### config.mk
export PLATFORM = sky130hd
export DESIGN_NAME = four_12_12_tap_mem_arb
export DESIGN_NICKNAME = d
export VERILOG_FILES = /design/src/rtl/four_12_12_tap_mem_arb_pkg.sv /design/src/rtl/four_12_12_tap_rd_tag_pipe.sv /design/src/rtl/four_12_12_tap_mem_arb.sv
export SDC_FILE = /design/constraint.sdc
export NUM_CORES = 1
export LEC_CHECK = 0
export ABC_AREA = 1
export CORE_AREA = 2 2 756 758
export DETAILED_ROUTE_END_ITERATION = 16
export DIE_AREA = 0 0 758 760
export SETUP_SLACK_MARGIN = 0.15
export SYNTH_ARGS = -nofsm -noshare
export SYNTH_HDL_FRONTEND = slang
export SYNTH_SLANG_ARGS = --single-unit
export TNS_END_PERCENT = 50
### constraint.sdc
create_clock -name clk -period 4 [get_ports clk]
set_input_delay 1.2 -clock clk [delete_from_list [all_inputs] [get_ports clk]]
set_output_delay 1.2 -clock clk [all_outputs]
set_load 0.005 [all_outputs]
### src/rtl/four_12_12_tap_mem_arb_pkg.sv
// Shared types and constants for the tap memory arbiter.
package four_12_12_tap_mem_arb_pkg;

  localparam int TAP_DATA_W   = 384;
  localparam int TAP_ADDR_W   = 5;
  localparam int TAP_MAX_WAIT = 4;

  typedef enum logic [1:0] {
    REQ_FWD = 2'd0,
    REQ_BWD = 2'd1,
    REQ_UPD = 2'd2
  } tap_req_e;

  // The read requester that wins a fwd/bwd tie, given the last read winner.
  function automatic tap_req_e rr_other(input tap_req_e last);
    return (last == REQ_FWD) ? REQ_BWD : REQ_FWD;
  endfunction

endpackage

### src/rtl/four_12_12_tap_rd_tag_pipe.sv
// Read-return tag pipeline: RD_LAT-deep {vld, owner} shift register that
// decodes the per-requester read-data-valid strobes.
module four_12_12_tap_rd_tag_pipe
  import four_12_12_tap_mem_arb_pkg::*;
#(
  parameter int RD_LAT = 1
) (
  input  logic     clk,
  input  logic     rst_n,
  input  logic     in_vld,
  input  tap_req_e in_owner,
  output logic     fwd_rd_vld,
  output logic     bwd_rd_vld,
  output logic     any_vld
);

  logic [RD_LAT:1]       vld_pipe;
  logic [RD_LAT:1][1:0]  own_pipe;
  tap_req_e              out_owner;

  always_ff @(posedge clk or negedge rst_n) begin
    if (!rst_n) begin
      vld_pipe <= '0;
      own_pipe <= '0;
    end else begin
      for (int s = RD_LAT; s > 1; s--) begin
        vld_pipe[s] <= vld_pipe[s-1];
        own_pipe[s] <= own_pipe[s-1];
      end
      vld_pipe[1] <= in_vld;
      own_pipe[1] <= in_owner;
    end
  end

  assign out_owner  = tap_req_e'(own_pipe[RD_LAT]);
  assign fwd_rd_vld = vld_pipe[RD_LAT] && (out_owner == REQ_FWD);
  assign bwd_rd_vld = vld_pipe[RD_LAT] && (out_owner == REQ_BWD);
  assign any_vld    = |vld_pipe;

endmodule

### src/rtl/four_12_12_tap_mem_arb.sv
// Single-port tap memory arbiter: fwd/bwd reads and upd writes, one command
// per cycle. Optional grant statistics under TAP_ARB_STATS_EN.
module four_12_12_tap_mem_arb
  import four_12_12_tap_mem_arb_pkg::*;
#(
  parameter int DATA_W   = TAP_DATA_W,
  parameter int ADDR_W   = TAP_ADDR_W,
  parameter int RD_LAT   = 1,
  parameter int MAX_WAIT = TAP_MAX_WAIT
) (
  input  logic              clk,
  input  logic              reset,
  input  logic              upd_enable,
  input  logic              fwd_req,
  input  logic [ADDR_W-1:0] fwd_addr,
  output logic              fwd_gnt,
  output logic              fwd_rd_vld,
  output logic [DATA_W-1:0] fwd_rd_data,
  input  logic              bwd_req,
  input  logic [ADDR_W-1:0] bwd_addr,
  output logic              bwd_gnt,
  output logic              bwd_rd_vld,
  output logic [DATA_W-1:0] bwd_rd_data,
  input  logic              upd_req,
  input  logic [ADDR_W-1:0] upd_addr,
  input  logic [DATA_W-1:0] upd_wr_data,
  output logic              upd_gnt,
  output logic              mem_en,
  output logic              mem_wr,
  output logic [ADDR_W-1:0] mem_addr,
  output logic [DATA_W-1:0] mem_wr_data,
  input  logic [DATA_W-1:0] mem_rd_data,
  output logic              busy
`ifdef TAP_ARB_STATS_EN
  ,
  input  logic              stat_clr,
  output logic [15:0]       stat_fwd_cnt,
  output logic [15:0]       stat_bwd_cnt,
  output logic [15:0]       stat_upd_cnt,
  output logic [15:0]       stat_starve_cnt
`endif
);

  localparam int WCW = $clog2(MAX_WAIT + 1);
  localparam logic [WCW-1:0] WAIT_SAT = WCW'(MAX_WAIT);

  logic [WCW-1:0]    fwd_wait, bwd_wait;
  tap_req_e          rr_last;
  logic [ADDR_W-1:0] addr_q;
  logic [DATA_W-1:0] wdata_q;
  logic              upd_act, fwd_starve, bwd_starve, rr_fwd;
  logic              g_fwd, g_bwd, g_upd, starve_win, rd_gnt;
  logic              rd_inflight;

  assign upd_act    = upd_req && upd_enable;
  assign fwd_starve = fwd_req && (fwd_wait == WAIT_SAT);
  assign bwd_starve = bwd_req && (bwd_wait == WAIT_SAT);
  assign rr_fwd     = (rr_other(rr_last) == REQ_FWD);

  // Grants are forced low while reset is held so the memory sees no command.
  always_comb begin
    g_fwd      = 1'b0;
    g_bwd      = 1'b0;
    g_upd      = 1'b0;
    starve_win = 1'b0;
    if (reset) begin
      if (fwd_starve || bwd_starve) begin
        starve_win = 1'b1;
        if (fwd_starve && bwd_starve) begin
          g_fwd = rr_fwd;
          g_bwd = !rr_fwd;
        end else begin
          g_fwd = fwd_starve;
          g_bwd = bwd_starve;
        end
      end else if (upd_act) begin
        g_upd = 1'b1;
      end else if (fwd_req && bwd_req) begin
        g_fwd = rr_fwd;
        g_bwd = !rr_fwd;
      end else begin
        g_fwd = fwd_req;
        g_bwd = bwd_req;
      end
    end
  end

  assign fwd_gnt = g_fwd;
  assign bwd_gnt = g_bwd;
  assign upd_gnt = g_upd;
  assign rd_gnt  = g_fwd || g_bwd;

  assign mem_en      = rd_gnt || g_upd;
  assign mem_wr      = g_upd;
  assign mem_addr    = g_upd ? upd_addr : g_bwd ? bwd_addr : g_fwd ? fwd_addr : addr_q;
  assign mem_wr_data = g_upd ? upd_wr_data : wdata_q;

  always_ff @(posedge clk or negedge reset) begin
    if (!reset) begin
      addr_q   <= '0;
      wdata_q  <= '0;
      rr_last  <= REQ_BWD;
      fwd_wait <= '0;
      bwd_wait <= '0;
    end else begin
      if (mem_en) addr_q <= mem_addr;
      if (g_upd)  wdata_q <= upd_wr_data;
      if (rd_gnt) rr_last <= g_fwd ? REQ_FWD : REQ_BWD;

      if (!fwd_req || g_fwd)       fwd_wait <= '0;
      else if (fwd_wait != WAIT_SAT) fwd_wait <= fwd_wait + 1'b1;

      if (!bwd_req || g_bwd)       bwd_wait <= '0;
      else if (bwd_wait != WAIT_SAT) bwd_wait <= bwd_wait + 1'b1;
    end
  end

  four_12_12_tap_rd_tag_pipe #(.RD_LAT(RD_LAT)) u_tag_pipe (
    .clk        (clk),
    .rst_n      (reset),
    .in_vld     (rd_gnt),
    .in_owner   (g_bwd ? REQ_BWD : REQ_FWD),
    .fwd_rd_vld (fwd_rd_vld),
    .bwd_rd_vld (bwd_rd_vld),
    .any_vld    (rd_inflight)
  );

  assign fwd_rd_data = reset ? mem_rd_data : '0;
  assign bwd_rd_data = reset ? mem_rd_data : '0;
  assign busy        = reset && (rd_inflight || fwd_req || bwd_req || upd_act);

`ifdef TAP_ARB_STATS_EN
  function automatic logic [15:0] sat_inc(input logic [15:0] c);
    return (c == 16'hFFFF) ? c : c + 16'd1;
  endfunction

  always_ff @(posedge clk or negedge reset) begin
    if (!reset) begin
      stat_fwd_cnt    <= '0;
      stat_bwd_cnt    <= '0;
      stat_upd_cnt    <= '0;
      stat_starve_cnt <= '0;
    end else if (stat_clr) begin
      stat_fwd_cnt    <= '0;
      stat_bwd_cnt    <= '0;
      stat_upd_cnt    <= '0;
      stat_starve_cnt <= '0;
    end else begin
      if (g_fwd) stat_fwd_cnt <= sat_inc(stat_fwd_cnt);
      if (g_bwd) stat_bwd_cnt <= sat_inc(stat_bwd_cnt);
      if (g_upd) stat_upd_cnt <= sat_inc(stat_upd_cnt);
      if (starve_win && rd_gnt) stat_starve_cnt <= sat_inc(stat_starve_cnt);
    end
  end
`endif

endmodule

==> impl_table.tex <==
\begin{tabular}{lr}
\hline
Metric & Value \\
\hline
\multicolumn{2}{l}{\textbf{Hold path}} \\
Hold-critical path depth & 2 \\
Hold crit path type & reg -> reg \\
\multicolumn{2}{l}{\textbf{Setup path}} \\
Type of the setup path with the least slack & in -> out \\
Required @ worst endpoint & 2.80 ns \\
Crit path largest cell delay & $\sim$0.20 ns \\
Worst setup startpoint & reset \\
Ordered list of cells on the worst path & buf\_16 -> nand4\_1 -> buf\_12 -> buf\_8 -> buf\_6 -> buf\_16 -> buf\_16 -> buf\_6 -> buf\_12 -> buf\_16 -> buf\_12 -> nand2\_4 -> nand2\_4 -> buf\_6 \\
Worst setup path endpoint & mem\_wr\_data[243] \\
Worst r2r src & bwd\_wait[1] \\
Arr. time, crit path & 3.31 ns \\
Flop2flop setup slack & -0.44 ns \\
Slowest stage cell, crit path & sky130\_fd\_sc\_hd\_\_nand4\_1 \\
Worst reg2reg path depth & 32 \\
Most repeated library cell on the critical path & sky130\_fd\_sc\_hd\_\_buf\_16 \\
Kind of end point of the critical path & primary output \\
Maximum fanout along the worst path & 8 \\
Type of element launching the critical path & primary input \\
Capture point of the worst reg-to-reg path & wdata\_q[6] \\
\multicolumn{2}{l}{\textbf{Placed design}} \\
Detailed placement HPWL & 498500 µm \\
Final weighted congestion of routability-driven global placement & 0.9398 \\
Number of buffers inserted by port buffering & 1953 \\
DP Worst Slack & -1.279 ns \\
\multicolumn{2}{l}{\textbf{Finish}} \\
Layout overhead on the synthesized area & 224.5\% \\
\# fillers & between 60000 and 70000 \\
Sequential cell area & 9961 µm² \\
Multi-input gate area in the final layout & 9562 µm² \\
Nets & roughly 6300 \\
Final core utilization & 12.34\% \\
Share of layout cells above drive strength 1 & between 40\% and 50\% \\
\multicolumn{2}{l}{\textbf{Clocking}} \\
Clock tree from TritonCTS & done \\
Clk slew on worst S/H paths & roughly 0.060 ns \\
Clock network latency to the later pin of the worst-skew pair & about 0.8 ns \\
H-tree Lvls & 2 \\
Clock buffer depth & 3 \\
CTS sink cnt & 398 \\
Number of buffers inserted during clock tree synthesis & 55 \\
CTS Root Cell & sky130\_fd\_sc\_hd\_\_clkbuf\_16 \\
\multicolumn{2}{l}{\textbf{Routing}} \\
Initial DRC count & approximately 2200 \\
Average routed wire per standard cell & approximately 43 µm \\
\# DRC & 0 \\
Pre-antenna DRT Iters & 7 \\
DR vias/cell & 2.515 \\
Number of antenna-violating nets in the routed design & 0 \\
Via count & 33370 \\
WL final & 564000 µm \\
\multicolumn{2}{l}{\textbf{Timing}} \\
Worst Tran Pin Value & slightly above 0.8 ns \\
Tcrit/Tclk final & 112.8\% \\
Setup-failing EPs final & roughly 830 \\
Max-slew violation total from the final report & 0 \\
RSZ-0062 raised after global routing & yes \\
Tightest hold margin & about 0.47 ns \\
Maximum clock frequency & 221.7 MHz \\
Hold violation count in the final report & 0 \\
Clock skew after layout & between 0.06 and 0.07 ns \\
Relative slew slack & approximately 46\% \\
Shortest period the worst path allows & 4.511 ns \\
Setup slack after layout & -0.5110 ns \\
\multicolumn{2}{l}{\textbf{Die}} \\
Die Y-Extent & about 760 µm \\
Std-Cell Rows & around 280 \\
Number of top-level pins & slightly below 2000 \\
Initial cell density of the core & under 10\% \\
Die area & just under 600000 µm² \\
Floorplan die width & about 760 µm \\
Core Region & approximately 570000 µm² \\
\multicolumn{2}{l}{\textbf{Yosys}} \\
Number of synthesized register bits & 398 \\
Distinct cells, synth & 24 \\
Syn\_nets & between 3000 and 4000 \\
Top cells by area, synth & sky130\_fd\_sc\_hd\_\_dfrtp\_1 46\%, sky130\_fd\_sc\_hd\_\_nand2\_1 27\%, sky130\_fd\_sc\_hd\_\_buf\_4 15\%, sky130\_fd\_sc\_hd\_\_inv\_1 7.1\%, sky130\_fd\_sc\_hd\_\_buf\_6 2.1\% \\
Area leader, netlist & sky130\_fd\_sc\_hd\_\_dfrtp\_1 \\
Area share of the largest cell type after synthesis & between 40 and 50\% \\
Cells after Synth & $\sim$2900 \\
Yosys Warn Count & 0 \\
Average footprint of a synthesized cell & approximately 7.3 µm² \\
Proportion of synthesized chip area in sequential cells & approximately 46\% \\
Combined area of all synthesized cells & approximately 22000 µm² \\
\multicolumn{2}{l}{\textbf{Power}} \\
Internal power consumption & 14.95 mW \\
Reported leakage power & 32.37 nW \\
Switching Share & between 30\% and 40\% \\
Power per Cell Area & $\sim$340 nW/µm² \\
Net Sw Power & approximately 9 mW \\
Combinational power share & around 53\% \\
Sequential power share & around 23\% \\
VDD IR max & 409.6 µV \\
Total design power & $\sim$24 mW \\
Proportion of power drawn by the clock network & between 20 and 25\% \\
\multicolumn{2}{l}{\textbf{Global routing}} \\
Initial antenna violation count & approximately 520 \\
Via count of the first global-routing pass & $\sim$31000 \\
Wire length of the first global-routing pass & 607900 µm \\
Maximum number of pins on one net before global-route repair & roughly 120 \\
Global-route total usage across every layer & a little under a fifth \\
GR Overflow Total & 0 \\
\multicolumn{2}{l}{\textbf{Status}} \\
Result of the run & complete, but fails checks \\
Failing checks & negative setup slack \\
\multicolumn{2}{l}{\textbf{Flow run}} \\
\# Max-Cap Violations & 0 \\
\hline
\end{tabular}
-- synth_stat cells --
cell and count:
sky130_fd_sc_hd__xnor2_1 2, sky130_fd_sc_hd__o21ai_0 1, sky130_fd_sc_hd__a21oi_1 13, sky130_fd_sc_hd__a21boi_0 1, sky130_fd_sc_hd__clkbuf_1 16, sky130_fd_sc_hd__nand2_1 1558, sky130_fd_sc_hd__o21ai_2 1, sky130_fd_sc_hd__xor2_1 2
sky130_fd_sc_hd__o31ai_1 1, sky130_fd_sc_hd__nand3_1 15, sky130_fd_sc_hd__nand3_2 2, sky130_fd_sc_hd__nor2_1 8, sky130_fd_sc_hd__nor3_1 1, sky130_fd_sc_hd__inv_2 1, sky130_fd_sc_hd__dfstp_2 1, sky130_fd_sc_hd__ha_1 4
sky130_fd_sc_hd__nand4_1 8, sky130_fd_sc_hd__inv_1 410, sky130_fd_sc_hd__buf_1 3, sky130_fd_sc_hd__nand2_2 2, sky130_fd_sc_hd__buf_6 40, sky130_fd_sc_hd__buf_2 32, sky130_fd_sc_hd__buf_4 425, sky130_fd_sc_hd__dfrtp_1 397
-- through the flow --
step	area [µm²]	setup TNS, ns	cells
5_1_grt	69810	-227.56	13160
3_5_place_dp	56130	-463.94	12290
4_1_cts	63980	-157.85	12920
3_3_place_gp	56130	-491.71	12290
2_1_floorplan	21600	0	2944
6_report	70070	-164.28	13270
-- worst min path at each step --
stage	start	to	slack [ns]
after floorplan	wdata_q[0]	wdata_q[0]	0.47
after global placement	wdata_q[356]	wdata_q[356]	0.46
after detailed placement	wdata_q[332]	wdata_q[332]	0.46
after CTS	wdata_q[342]	wdata_q[342]	0.47
after global routing	wdata_q[81]	wdata_q[81]	0.49
final	wdata_q[317]	wdata_q[317]	0.47
-- sequential cells by signal, indices dropped and copies added, names as in the netlist --
register,flops
u_tag_pipe.out_owner,1
bwd_wait,3
wdata_q,384
rr_last,1
fwd_wait,3
addr_q,5
u_tag_pipe.any_vld,1
-- cells in the final DEF, fill, tap and decap left out, types with 7 or more instances in the layout --
master                            Yosys  layout
sky130_fd_sc_hd__inv_2                1      17
sky130_fd_sc_hd__clkbuf_16            0      81
sky130_fd_sc_hd__nand4_1              8       8
sky130_fd_sc_hd__buf_6               40     417
sky130_fd_sc_hd__nand2_1           1558     991
sky130_fd_sc_hd__inv_1              410     393
sky130_fd_sc_hd__clkinv_2             0       9
sky130_fd_sc_hd__dfrtp_1            397     397
sky130_fd_sc_hd__dlymetal6s2s_1       0      34
sky130_fd_sc_hd__buf_12               0     677
sky130_fd_sc_hd__nor2_1               8       7
sky130_fd_sc_hd__buf_4              425     608
sky130_fd_sc_hd__clkdlybuf4s50_1      0    1070
sky130_fd_sc_hd__buf_8                0      27
sky130_fd_sc_hd__a21oi_1             13      10
sky130_fd_sc_hd__bufinv_16            0      10
sky130_fd_sc_hd__dlygate4sd2_1        0       8
sky130_fd_sc_hd__nand3_1             15      11
sky130_fd_sc_hd__diode_2              0     142
sky130_fd_sc_hd__buf_16               0      43
sky130_fd_sc_hd__nand2_4              0     365
sky130_fd_sc_hd__clkdlybuf4s15_2      0      11
sky130_fd_sc_hd__clkbuf_8             0       8
sky130_fd_sc_hd__buf_2               32      99
sky130_fd_sc_hd__clkbuf_2             0      39
sky130_fd_sc_hd__nand2_2              2     204
-- kinds of logic after synthesis --
family,count (synthesis),synth area share (%)
buffers and inverters,927,25.08
AND/OR/NAND/NOR,1594,27.97
adder cells (fa/ha/maj),4,0.2318
flip-flops,398,46.12
XOR/XNOR,4,0.1623
AO/OA/AOI/OAI,17,0.4345
-- final cells by class --
cell class	count	area share [%]
flip-flops and latches	398	14.22
repair buffers	3060	52.96
diodes	142	0.5071
repair inverters	1	0.04286
clock buffers	68	2.148
well taps	7533	13.45
inverters	411	2.239
multi-input cells	1619	13.65
clock inverters	35	0.7928
-- power groups by stage --
stage	combinational [mW]	clock (mW)	sequential, mW
floorplan	1.84	0	5.09
global placement	9.52	0	5.14
detailed placement	9.51	0	5.15
CTS	11.0	6.07	5.17
global route	13.2	6.19	5.45
finish	12.7	5.88	5.39
-- critical path, delay by kind of cell --
family                 cells  cell delay [ns]
buffers and inverters     11             1.59
AND/OR/NAND/NOR            3             0.32
-- layer usage --
| layer | share of wire (%) | GRT usage, % | wire length (µm) | vias up |
|---|---|---|---|---|
| met2 | 42 | 27.56 | 237900 | 2694 |
| met5 | 0.54 | 0.2169 | 3026 | - |
| li1 | - | - | - | 13510 |
| met1 | 33 | 17.34 | 186300 | 15400 |
| met4 | 5.1 | 6.694 | 28860 | 458 |
| met3 | 19 | 16.53 | 107800 | 1301 |
-- what timing repair did --
action | 4_1_cts | 5_1_grt
gates resized for setup | 1250 | 1151
setup buffers | 507 | 171
hold buffers | 0 | 0
cloned | 24 | 34
pin swaps | 139 | 139
endpoints found under the setup margin | 1091 | 1084
Note: power is estimated with default switching activity, not from simulation.
